## src/rtl/fetch_decode_unit.sv

```systemverilog
// rtl/fetch_decode_unit.sv - RV32I fetch + decode, producer side of the instruction-queue issue handshake

package tomasula_types;

  typedef enum logic [2:0] {
    OP_BRANCH = 3'd0,
    OP_ALU    = 3'd1,
    OP_LOAD   = 3'd2,
    OP_STORE  = 3'd3,
    OP_JAL    = 3'd4,
    OP_JALR   = 3'd5,
    OP_LUI    = 3'd6,
    OP_AUIPC  = 3'd7
  } op_t;

  // srcN_valid=1 means the operand is read from the register file.
  typedef struct packed {
    op_t         op;
    logic [31:0] pc;
    logic [2:0]  funct3;
    logic        funct7;
    logic [4:0]  src1_reg;
    logic        src1_valid;
    logic [4:0]  src2_reg;
    logic        src2_valid;
    logic [31:0] src2_data;
    logic [4:0]  rd;
  } ctl_word;

endpackage

module fetch_decode_unit #(
  parameter logic [31:0] RESET_PC = 32'h0000_0060
) (
  input  logic                   clk,
  input  logic                   rst,
  output logic                   imem_read,
  output logic [31:0]            imem_address,
  input  logic [31:0]            imem_rdata,
  input  logic                   imem_resp,
  input  logic                   issue_q_full_n,
  input  logic                   ack_i,
  output logic                   ld_iq,
  output tomasula_types::ctl_word control_word,
  input  logic                   flush_i,
  input  logic [31:0]            flush_pc_i
);

  typedef enum logic [1:0] {
    S_FETCH = 2'd0,
    S_ISSUE = 2'd1,
    S_DRAIN = 2'd2
  } state_t;

  state_t                  state_q, state_d;
  logic [31:0]             pc_q, pc_d;
  logic [31:0]             drain_addr_q, drain_addr_d;
  tomasula_types::ctl_word cw_q, cw_d;
  tomasula_types::ctl_word dec_cw;
  logic                    dec_legal;
  logic [31:0]             pc_plus4;

  // ack_i is the authoritative acceptance signal; the full flag and the
  // redirect low bits (always forced to word alignment) are not consulted.
  logic unused_inputs;
  assign unused_inputs = issue_q_full_n ^ flush_pc_i[1] ^ flush_pc_i[0];

  assign pc_plus4 = pc_q + 32'd4;

  // Decode the returned instruction word into a control word for the queue
  always_comb begin
    logic [31:0] instr;
    logic [4:0]  rs1, rs2, rdf;
    logic [2:0]  f3;
    instr = imem_rdata;
    rs1   = instr[19:15];
    rs2   = instr[24:20];
    rdf   = instr[11:7];
    f3    = instr[14:12];
    dec_cw    = '0;
    dec_cw.pc = pc_q;
    dec_legal = 1'b1;
    case (instr[6:0])
      7'b0110011: begin
        dec_cw.op         = tomasula_types::OP_ALU;
        dec_cw.funct3     = f3;
        dec_cw.funct7     = instr[30];
        dec_cw.src1_reg   = rs1;
        dec_cw.src1_valid = 1'b1;
        dec_cw.src2_reg   = rs2;
        dec_cw.src2_valid = 1'b1;
        dec_cw.rd         = rdf;
      end
      7'b0010011: begin
        dec_cw.op         = tomasula_types::OP_ALU;
        dec_cw.funct3     = f3;
        // Only the shift-right group uses instr[30] to pick arithmetic vs logical.
        dec_cw.funct7     = (f3 == 3'b101) ? instr[30] : 1'b0;
        dec_cw.src1_reg   = rs1;
        dec_cw.src1_valid = 1'b1;
        dec_cw.src2_data  = {{20{instr[31]}}, instr[31:20]};
        dec_cw.rd         = rdf;
      end
      7'b0000011: begin
        dec_cw.op         = tomasula_types::OP_LOAD;
        dec_cw.funct3     = f3;
        dec_cw.src1_reg   = rs1;
        dec_cw.src1_valid = 1'b1;
        dec_cw.src2_data  = {{20{instr[31]}}, instr[31:20]};
        dec_cw.rd         = rdf;
      end
      7'b0100011: begin
        dec_cw.op         = tomasula_types::OP_STORE;
        dec_cw.funct3     = f3;
        dec_cw.src1_reg   = rs1;
        dec_cw.src1_valid = 1'b1;
        dec_cw.src2_reg   = rs2;
        dec_cw.src2_valid = 1'b1;
        dec_cw.src2_data  = {{20{instr[31]}}, instr[31:25], instr[11:7]};
      end
      7'b1100011: begin
        dec_cw.op         = tomasula_types::OP_BRANCH;
        dec_cw.funct3     = f3;
        dec_cw.src1_reg   = rs1;
        dec_cw.src1_valid = 1'b1;
        dec_cw.src2_reg   = rs2;
        dec_cw.src2_valid = 1'b1;
        dec_cw.src2_data  = {{19{instr[31]}}, instr[31], instr[7], instr[30:25], instr[11:8], 1'b0};
      end
      7'b1101111: begin
        dec_cw.op        = tomasula_types::OP_JAL;
        dec_cw.src2_data = {{11{instr[31]}}, instr[31], instr[19:12], instr[20], instr[30:21], 1'b0};
        dec_cw.rd        = rdf;
      end
      7'b1100111: begin
        dec_cw.op         = tomasula_types::OP_JALR;
        dec_cw.funct3     = f3;
        dec_cw.src1_reg   = rs1;
        dec_cw.src1_valid = 1'b1;
        dec_cw.src2_data  = {{20{instr[31]}}, instr[31:20]};
        dec_cw.rd         = rdf;
      end
      7'b0110111: begin
        dec_cw.op        = tomasula_types::OP_LUI;
        dec_cw.src2_data = {instr[31:12], 12'b0};
        dec_cw.rd        = rdf;
      end
      7'b0010111: begin
        dec_cw.op        = tomasula_types::OP_AUIPC;
        dec_cw.src2_data = {instr[31:12], 12'b0};
        dec_cw.rd        = rdf;
      end
      default: begin
        dec_legal = 1'b0;
      end
    endcase
  end

  // State, pc, drain address and control-word registers
  always_ff @(posedge clk) begin
    if (rst) begin
      state_q      <= S_FETCH;
      pc_q         <= RESET_PC;
      drain_addr_q <= '0;
      cw_q         <= '0;
    end else begin
      state_q      <= state_d;
      pc_q         <= pc_d;
      drain_addr_q <= drain_addr_d;
      cw_q         <= cw_d;
    end
  end

  // Next-state logic; a redirect overrides the normal handshake flow
  always_comb begin
    state_d = state_q;
    if (flush_i) begin
      case (state_q)
        S_FETCH: state_d = imem_resp ? S_FETCH : S_DRAIN;
        S_ISSUE: state_d = S_FETCH;
        default: state_d = S_DRAIN;
      endcase
    end else begin
      case (state_q)
        S_FETCH: if (imem_resp && dec_legal) state_d = S_ISSUE;
        S_ISSUE: if (ack_i) state_d = S_FETCH;
        S_DRAIN: if (imem_resp) state_d = S_FETCH;
        default: state_d = S_FETCH;
      endcase
    end
  end

  // Datapath next values: pc advance, redirect, decoded word capture
  always_comb begin
    pc_d         = pc_q;
    drain_addr_d = drain_addr_q;
    cw_d         = cw_q;
    if (flush_i) begin
      pc_d = {flush_pc_i[31:2], 2'b00};
      // The outstanding request keeps its original address while it drains.
      if (state_q == S_FETCH && !imem_resp) drain_addr_d = pc_q;
    end else begin
      case (state_q)
        S_FETCH: begin
          if (imem_resp) begin
            if (dec_legal) cw_d = dec_cw;
            else           pc_d = pc_plus4;
          end
        end
        S_ISSUE: if (ack_i) pc_d = pc_plus4;
        default: ;
      endcase
    end
  end

  // Outputs from registered state only; rst forces the request/valid lines low
  always_comb begin
    imem_read    = !rst && (state_q == S_FETCH || state_q == S_DRAIN);
    imem_address = (state_q == S_DRAIN) ? drain_addr_q : pc_q;
    ld_iq        = !rst && (state_q == S_ISSUE);
    control_word = rst ? '0 : cw_q;
  end

endmodule

```

## config.mk

```make
export PLATFORM = sky130hd
export DESIGN_NAME = fetch_decode_unit
export DESIGN_NICKNAME = d
export VERILOG_FILES = /design/src/rtl/fetch_decode_unit.sv
export SDC_FILE = /design/constraint.sdc
export NUM_CORES = 1
export LEC_CHECK = 0
export BUFFER_PORTS_ARGS = -buffer_cell sky130_fd_sc_hd__buf_2
export CAP_MARGIN = 25
export CORE_MARGIN = 2
export CORE_UTILIZATION = 34
export DETAILED_ROUTE_END_ITERATION = 8
export PLACE_DENSITY = 0.65
export RECOVER_POWER = 50
export SETUP_SLACK_MARGIN = 0.05
export SYNTH_ARGS = -nofsm -noshare
export SYNTH_HDL_FRONTEND = slang
export SYNTH_SLANG_ARGS = --single-unit
```

## constraint.sdc

```tcl
create_clock -name clk -period 4 [get_ports clk]
set_input_delay 0.2 -clock clk [delete_from_list [all_inputs] [get_ports clk]]
set_output_delay 0.2 -clock clk [all_outputs]
set_load 0.02 [all_outputs]
```

==> impl_metrics.csv <==
group,metric,value,unit
layout,drive_gt1_share,17.2,%
floorplan,initial_utilization,34.9,%
sta,tightest_slew,1.74,ns
pwr,power_density,402,nW/um^2
worst_hold_path,holdPathStages,2,
worst_hold_path,hold_path.class,"input port to flip-flop",
cts,clk_latency,0.42,ns
logic_synthesis,yosysTopAreaCellShare,41.7,%
run,max-cap-violations,2,
detailed_routing,vias_per_cell,5.13,
pwr,p_seq_share,44.5,%
setup_path,worst-r2r-cell-count,6,
floorplan,die_y,149,um
detailed_routing,drc,0,
global_route,gr-total-overflow,0,
run_status,status,"complete, but fails checks",
sta,finalClockSkew,0.00783,ns
detailed_routing,vias,6694,
pwr,switching_share,27.4,%
place,port_buffers,184,
layout,fin_nets,1091,
setup_path,start_kind,"input port",
logic_synthesis,syn_area_per_cell,8.18,sq um
logic_synthesis,ys.warnings.count,0,
global_route,grt.total_usage,19.2,%
logic_synthesis,synth_common_cells,"nand2_1 (150), dfxtp_1 (148), a21oi_1 (100)",
place,placedCellCount,1262,
layout,multi_input_area,3800,sq um
detailed_routing,wire_per_inst,16.2,um
cts,clk_pin_slew_worst_paths,0.07,ns
cts,cts_root_buf,"clkbuf_16",
pwr,internal_power,2550,uW
logic_synthesis,yosysTopAreaCell,"dfxtp_1",
sta,drv_slew,79,
sta,finalSetupTns,0,ns
global_route,grt_max_degree,71,
detailed_routing,drtPass1Iterations,5,
place,routabilityCongestion,0.833,
floorplan,die_width,149,um
cts,h-tree-depth,4,
run_status,failed_checks,"max-capacitance violations, max-slew violations",
logic_synthesis,ys_async_sr_fraction,0,%
cts,cts.sinks,148,
global_route,grt_pass1_wl,33600,um
pwr,peakVddDrop,0.268,mV
place,hpwl,14300,um
floorplan,num_rows,52,
logic_synthesis,syn-cell-area,7100,sq um
detailed_routing,drt_wl_total,21100,um
setup_path,critPathMaxFanout,47,
layout,area_growth,22.9,%
logic_synthesis,ys_seq_area_share,41.7,%
sta,rsz0062_at_grt,"no",
logic_synthesis,yosysMostFrequentCell,"nand2_1",
cts,cts_buffers,17,
pwr,power,3510,uW
setup_path,worstSetupPathType,"input port to flip-flop",
logic_synthesis,netlist_top_cells_area,"dfxtp_1 (42%), nand2_1 (7.9%), nor2b_1 (7.7%)",
cts,cts_buffer_depth,2,
setup_path,cp-end-kind,"flip-flop",
setup_path,worst_ep_arrival_time,3.41,ns
layout,fin_cells,1304,
floorplan,core,20400,sq um
layout,regArea,2960,sq um
sta,max_slew_margin,-15.8,%
sta,setup_violations,0,
floorplan,io_pins,192,
sta,timing.final.crit_share,77.1,%
sta,hold_ws,0.0172,ns
detailed_routing,drtIter0Drc,304,
pwr,p_leak,0.00317,uW
setup_path,required,4.32,ns
global_route,antenna_found_initial,1,
detailed_routing,ant_nets,0,
logic_synthesis,synth-seq-cells,148,
logic_synthesis,synthFlopType,"dfxtp_1",
global_route,grt_pass1_vias,6246,
pwr,p_clk_share,45.8,%
layout,postLayoutCoreUtil,42.9,%
logic_synthesis,yosysUniqueCellTypes,56,
pwr,switching_power,961,uW
sta,hold_violations,0,
logic_synthesis,syn_inst,868,
sta,timing.fmax,324,MHz
sta,fin_crit,3.09,ns
floorplan,dieArea,22100,sq um
layout,fill_cells,2120,
logic_synthesis,synth_edf_count,0,
pwr,pwr-share-comb,9.7,%
cts,cts_tree,"yes",
cts,cts_setup_buffers,0,
## final timing paths
path | from | end | slack (ns)
setup reg to reg | state_q[0] | cw_q[84] | 0.98
setup / recovery | imem_rdata[4] | cw_q[84] | 0.91
hold reg to reg | cw_q[62] | cw_q[62] | 0.45
hold / removal | imem_rdata[15] | cw_q[44] | 0.02
## metal layers
| layer | track usage [%] | share of wire, % | routed length [um] | vias up |
|---|---|---|---|---|
| li1 | - | - | - | 3370 |
| met1 | 25.5 | 46 | 9720 | 3101 |
| met4 | 3.90 | 0.95 | 200 | 2 |
| met3 | 6.04 | 7.1 | 1490 | 17 |
| met5 | 0 | 0.062 | 13 | - |
| met2 | 30.8 | 46 | 9670 | 204 |
## metrics by stage
stage          worst slack (ns)  area, sq um
4_1_cts                    1.31         8870
5_1_grt                   0.670         8720
3_3_place_gp               1.24         8170
6_report                  0.915         8730
2_1_floorplan              2.04         7110
3_5_place_dp               1.20         8180
## registers in the layout, summed over array words and instances (netlist names)
signal,count
cw_q,86
drain_addr_q,30
pc_q,30
state_q,2
## timing repair
item / CTS / global route
endpoints found under the hold margin: 9 / 0
setup endpoints to repair: 0 / 0
gates resized for setup: 0 / 0
hold buffers: 9 / 0
## critical path, stage by stage
cell	delay [ns]
clkbuf_1	0.36
nand2b_1	0.26
a211oi_1	0.15
nand2_1	0.21
a211o_1	1.33
buf_4	0.60
nand2_1	0.11
a21oi_1	0.15
## layout by cell type (no fill, tap or decap), types with 4 or more instances in the layout
master,instances
a211oi_1,14
a21oi_1,100
a221oi_1,7
a22o_1,19
a311oi_1,14
and3_1,4
and4_1,5
buf_2,96
buf_4,8
clkbuf_1,90
clkbuf_16,17
conb_1,4
dfxtp_1,148
dlygate4sd3_1,9
inv_1,12
inv_6,4
mux2_2,30
nand2_1,150
nand3_1,16
nand4_1,6
nor2_1,45
nor2b_1,86
nor3_1,10
nor4_1,6
o2111ai_1,7
o21a_1,5
o21ai_0,15
o2bb2ai_1,21
o31ai_1,5
or3_1,9
or4_1,6
xor2_1,7
## power groups by stage
stage               Clock (uW)  Sequential (uW)  Combinational (uW)
finish                    1610             1560                 342
global route              1720             1570                 374
CTS                       1650             1560                 349
detailed placement           0             1590                 340
global placement             0             1590                 338
floorplan                    0             1570                 235
## kinds of logic after synthesis
kind of cell / after synthesis / synth area share (%)
AOI/OAI and AO/OA: 228 / 21.6
DFF: 148 / 41.7
adders and majority gates: 1 / 0.176
buffers and inverters: 88 / 5.07
and+or+nand+nor: 360 / 25.1
muxes: 32 / 5.04
other: 1 / 0.0528
xor gates and xnor gates: 10 / 1.23
## cell type report
| cell class | instances | share of cell area [%] |
|---|---|---|
| antenna | 1 | 0.0287 |
| multi-input combinational | 635 | 43.5 |
| clock buffer | 19 | 5.19 |
| inverter | 12 | 0.516 |
| sequential | 148 | 33.9 |
| timing repair buffer | 206 | 11.3 |
| tap | 270 | 3.87 |
| clock inverter | 13 | 1.59 |
(Power assumes the default switching activity.)
